$ cat src/rtl/huff_seq_ctrl.sv
// rtl/huff_seq_ctrl.sv - phase sequencer in front of the Huffman encoder
//   clock, reset                          rising-edge clock, async active-high reset
//   cmd_start                             begin a block (honoured in IDLE only)
//   in_valid/in_ready, in_sym, in_last    symbol collection from the pins
//   tbl_valid/tbl_ready, tbl_idx, tbl_cnt histogram stream to the tree builder
//   build_go, build_done                  tree build pulse / completion
//   enc_valid/enc_ready, enc_sym, enc_last symbol replay to the encoder
//   enc_idle                              encoder has flushed its output
//   busy, done, trunc, phase              status
module huff_seq_ctrl #(
  parameter int DEPTH = 16,
  parameter int CNT_W = 5
) (
  input  logic             clock,
  input  logic             reset,
  input  logic             cmd_start,
  input  logic             in_valid,
  output logic             in_ready,
  input  logic [3:0]       in_sym,
  input  logic             in_last,
  output logic             tbl_valid,
  input  logic             tbl_ready,
  output logic [3:0]       tbl_idx,
  output logic [CNT_W-1:0] tbl_cnt,
  output logic             build_go,
  input  logic             build_done,
  output logic             enc_valid,
  input  logic             enc_ready,
  output logic [3:0]       enc_sym,
  output logic             enc_last,
  input  logic             enc_idle,
  output logic             busy,
  output logic             done,
  output logic             trunc,
  output logic [2:0]       phase
);

  // One extra pointer bit so the write count can reach DEPTH itself.
  localparam int PTR_W = $clog2(DEPTH) + 1;
  localparam int AW    = PTR_W - 1;

  localparam logic [2:0] S_IDLE    = 3'd0;
  localparam logic [2:0] S_COLLECT = 3'd1;
  localparam logic [2:0] S_TABLE   = 3'd2;
  localparam logic [2:0] S_BUILD   = 3'd3;
  localparam logic [2:0] S_ENCODE  = 3'd4;
  localparam logic [2:0] S_FLUSH   = 3'd5;

  logic [2:0]             state_q, state_d;
  logic [PTR_W-1:0]       wr_q, wr_d;
  logic [PTR_W-1:0]       rd_q, rd_d;
  logic [3:0]             idx_q, idx_d;
  logic                   go_sent_q, go_sent_d;
  logic                   trunc_q, trunc_d;
  logic [15:0][CNT_W-1:0] hist_q, hist_d;
  logic [3:0]             sym_mem [DEPTH];
  logic                   mem_we;
  logic                   in_fire;

  assign in_fire = in_valid && in_ready;

  always_comb begin
    state_d   = state_q;
    wr_d      = wr_q;
    rd_d      = rd_q;
    idx_d     = idx_q;
    go_sent_d = go_sent_q;
    trunc_d   = trunc_q;
    hist_d    = hist_q;
    mem_we    = 1'b0;
    case (state_q)
      S_IDLE: begin
        hist_d    = '0;
        wr_d      = '0;
        rd_d      = '0;
        idx_d     = '0;
        go_sent_d = 1'b0;
        if (cmd_start) begin
          state_d = S_COLLECT;
          trunc_d = 1'b0;
        end
      end
      S_COLLECT: begin
        if (in_fire) begin
          mem_we = 1'b1;
          wr_d   = wr_q + PTR_W'(1);
          if (hist_q[in_sym] != {CNT_W{1'b1}})
            hist_d[in_sym] = hist_q[in_sym] + CNT_W'(1);
          if (in_last) begin
            state_d = S_TABLE;
          end else if (wr_q == PTR_W'(DEPTH - 1)) begin
            // Buffer filled without an end marker: the block was cut short.
            state_d = S_TABLE;
            trunc_d = 1'b1;
          end
        end
      end
      S_TABLE: begin
        if (tbl_ready) begin
          idx_d = idx_q + 4'd1;
          if (idx_q == 4'd15)
            state_d = S_BUILD;
        end
      end
      S_BUILD: begin
        go_sent_d = 1'b1;
        // build_done seen in the build_go cycle itself is accepted.
        if (build_done) begin
          state_d   = S_ENCODE;
          go_sent_d = 1'b0;
          rd_d      = '0;
        end
      end
      S_ENCODE: begin
        if (enc_ready) begin
          if (rd_q == wr_q - PTR_W'(1))
            state_d = S_FLUSH;
          else
            rd_d = rd_q + PTR_W'(1);
        end
      end
      S_FLUSH: begin
        if (enc_idle)
          state_d = S_IDLE;
      end
      default: state_d = S_IDLE;
    endcase
  end

  always_ff @(posedge clock or posedge reset) begin
    if (reset) begin
      state_q   <= S_IDLE;
      wr_q      <= '0;
      rd_q      <= '0;
      idx_q     <= '0;
      go_sent_q <= 1'b0;
      trunc_q   <= 1'b0;
      hist_q    <= '0;
    end else begin
      state_q   <= state_d;
      wr_q      <= wr_d;
      rd_q      <= rd_d;
      idx_q     <= idx_d;
      go_sent_q <= go_sent_d;
      trunc_q   <= trunc_d;
      hist_q    <= hist_d;
    end
  end

  // Symbol storage needs no reset: it is only read below the write count.
  always_ff @(posedge clock) begin
    if (mem_we)
      sym_mem[wr_q[AW-1:0]] <= in_sym;
  end

  // All valids/readys are pure state decodes; data is gated to zero outside its phase.
  assign in_ready  = (state_q == S_COLLECT) && (wr_q < PTR_W'(DEPTH));
  assign tbl_valid = (state_q == S_TABLE);
  assign tbl_idx   = idx_q;
  assign tbl_cnt   = tbl_valid ? hist_q[idx_q] : '0;
  assign build_go  = (state_q == S_BUILD) && !go_sent_q;
  assign enc_valid = (state_q == S_ENCODE);
  assign enc_sym   = enc_valid ? sym_mem[rd_q[AW-1:0]] : 4'd0;
  assign enc_last  = enc_valid && (rd_q == wr_q - PTR_W'(1));
  assign busy      = (state_q != S_IDLE);
  assign done      = (state_q == S_FLUSH) && enc_idle;
  assign trunc     = trunc_q;
  assign phase     = state_q;

endmodule

$ cat config.mk
export PLATFORM = sky130hd
export DESIGN_NAME = huff_seq_ctrl
export DESIGN_NICKNAME = d
export VERILOG_FILES = /design/src/rtl/huff_seq_ctrl.sv
export SDC_FILE = /design/constraint.sdc
export NUM_CORES = 1
export LEC_CHECK = 0
export BUFFER_PORTS_ARGS = -buffer_cell sky130_fd_sc_hd__buf_2
export CAP_MARGIN = 20
export CORE_MARGIN = 2
export CORE_UTILIZATION = 30
export CTS_BUF_LIST = sky130_fd_sc_hd__clkbuf_4 sky130_fd_sc_hd__clkbuf_8
export DETAILED_ROUTE_END_ITERATION = 8
export GPL_ROUTABILITY_DRIVEN = 0
export PLACE_DENSITY_LB_ADDON = 0.12
export SYNTH_ARGS = -nofsm -noshare
export SYNTH_HDL_FRONTEND = slang
export SYNTH_SLANG_ARGS = --single-unit
export TNS_END_PERCENT = 20
$ cat constraint.sdc
create_clock -name clock -period 4.2 [get_ports clock]
set_input_delay 0 -clock clock [delete_from_list [all_inputs] [get_ports clock]]
set_output_delay 0 -clock clock [all_outputs]
set_load 0.01 [all_outputs]
==> qor.csv <==
metric,value,unit
drt_first_pass_iters,5,
cap_viol_max_count,0,
run_status,"finished, final reports clean",
grt_start_max_net_pins,74,
antenna_found_initial,0,
num-fill-cells,2783,
tightest_slew,1.036,ns
grt_pass1_wl,37620,um
yosysWarnings,0,
rsz0062_at_grt,no,
viasPerCell,5.273,
htreeDepth,4,
syn_area,0.008383,mm^2
vias,5827,
r2r_start,hist_q[63]$_DFFE_PP0P_,
final_cell_area,0.009457,mm^2
power.density,478.2,mW/mm^2
worst_slack,0.8005,ns
mostFrequentLayoutCells,"dfrtp_1, nand2_1, nor2_1, edfxtp_1, mux4_2",
row_count,61,
ys_seq_area_share,52.48,%
drtIter0Drc,438,
ir_drop,0.1646,mV
clock_latency,0.48,ns
hold_violations,0,
fin_crit,3.399,ns
startpoint,hist_q[63]$_DFFE_PP0P_,
post-place-ws,0.3783,ns
cp-start-kind,register,
hold_ws,0.04967,ns
die_h,171.2,um
floorplan.initialDensity,30.34,%
worst_clock_skew,0.02870,ns
crit_arrival,3.77,ns
drc,0,
core_area,0.02763,mm^2
dp_hpwl,17470,um
clk_pin_slew_worst_paths,0.11,ns
wl_met2,11690,um
cts_root_buffer,clkbuf_8,
wl_per_cell,22.07,um
min_from,enc_ready,
ant_nets,0,
grt_pass1_vias,6141,
die-area,0.02930,mm^2
timing.fmax,294.2,MHz
cts_sinks,163,
cp.required,4.57,ns
cts_tree,built,
synth_nets,700,
gr-total-overflow,0,
crit_path_end_kind,register,
ys_seq_elements,163,
p_leak,3.597,nW
worstSetupPathType,register to register,
slew_violations,0,
clock_path_buffers,2,
track_usage,17.45,%
syn_area_per_cell,12.36,um^2
placed_area,0.008969,mm^2
postRouteWirelength,24390,um
synth_edf_count,64,
setup_viol,0,
fin_tns_setup,0,ns
top_layer,met4,
yosys_most_used_dff,dfrtp_1,
synthesis.instances,678,
synth_cell_types,54,
crit_fanout,16,
fin_crit_sh,80.94,%
portBuffers,36,
synthArstFlopShare,60.74,%
layout_commonest_cell,dfrtp_1,
drive_above_1_share,24.48,%
nets,736,
drt-met1-wl,10980,um
syn2layout_area_growth,12.81,%
cts_buffers,17,
total_power,4.522,mW
pin_count,37,
wl_met3,1109,um
fp.dieW,171.2,um
hp-class,input port to register,
slew_headroom,30.90,%
num_antenna_cells,0,
[where the power goes]
part	internal (mW)	switching, mW	total [mW]
clock	0.458	0.725	1.18
combinational	0.508	0.883	1.39
sequential	1.76	0.188	1.95
total	2.73	1.80	4.52
[cells by family after synthesis]
group / synth area share, %
buffers and inverters: 3.134
adder cells (fa/ha/maj): 1.343
AND/OR/NAND/NOR: 11.79
multiplexers: 17.90
AO/OA/AOI/OAI: 12.00
XOR/XNOR: 1.358
flip-flops: 52.48
[sequential cells by signal, summed over array words and instances (netlist names)]
| signal | count |
|---|---|
| go_sent_q | 1 |
| hist_q | 80 |
| phase | 3 |
| rd_q | 5 |
| sym_mem | 64 |
| tbl_idx | 4 |
| trunc | 1 |
| wr_q | 5 |
[synthesized netlist by cell type (6+ instances only)]
cell type	number	share of area, %
inv_1	12	0.54
o21ai_0	6	0.36
dfrtp_1	99	30
clkbuf_1	30	1.3
a211oi_1	9	0.81
mux4_2	63	17
nor2b_1	10	0.75
and2_1	7	0.52
nor3_1	9	0.54
o21ai_1	50	3.0
a22o_1	32	3.3
a31oi_1	6	0.45
nand2b_1	8	0.60
ha_1	9	1.3
edfxtp_1	64	23
nand3_1	12	0.72
nand2_1	91	4.1
nor2_1	68	3.0
mux2i_1	7	0.84
buf_2	9	0.54
o21ai_2	10	1.0
[through the flow]
step / util (%) / instances
global route: 34.23 / 1105
CTS: 34.21 / 1104
finish: 34.23 / 1105
detailed placement: 32.46 / 1064
global placement: 32.46 / 1064
floorplan: - / 678
[timing repair]
item,CTS,global route
hold buffers,8,0
resized for setup,0,0
hold endpoints to repair,81,0
buffers inserted,0,0
[area by class of cell]
type	count	area, um^2	area share [%]
Multi-Input combinational cell	455	3721	39.35
Inverter	13	51.30	0.5425
Tap cell	378	473.0	5.001
Clock buffer	17	234.0	2.474
Timing Repair Buffer	64	407.9	4.313
Clock inverter	15	168.9	1.786
Sequential cell	163	4400	46.53
[per-layer routing]
layer  vias to the layer above  track usage [%]
met5                         -                0
met4                         0            6.043
met3                        35            3.609
met2                       182            28.26
met1                      3004            23.28
li1                       2606                -
[worst paths after layout]
path,endpoint,slack [ns],cells after the start
max reg2reg,hist_q[1]$_DFFE_PP0P_,0.80,9
max in group asynchronous,wr_q[2]$_DFFE_PP0P_,2.85,4
min,rd_q[2]$_DFFE_PP0P_,0.05,5
max,hist_q[1]$_DFFE_PP0P_,0.80,9
min in group asynchronous,tbl_idx[3]$_DFFE_PP0P_,0.27,3
min reg2reg,hist_q[23]$_DFFE_PP0P_,0.51,2
[critical path, cell delays in order (launching register included)]
cell      delay (ns)
dfrtp_1         0.43
mux4_2          0.52
mux4_2          0.56
and3_1          0.21
ha_1            0.19
or2_1           0.26
a211oi_1        0.26
buf_4           0.25
o21ai_1         0.29
a22o_1          0.32
No activity file was read; power rests on OpenSTA's default activity.
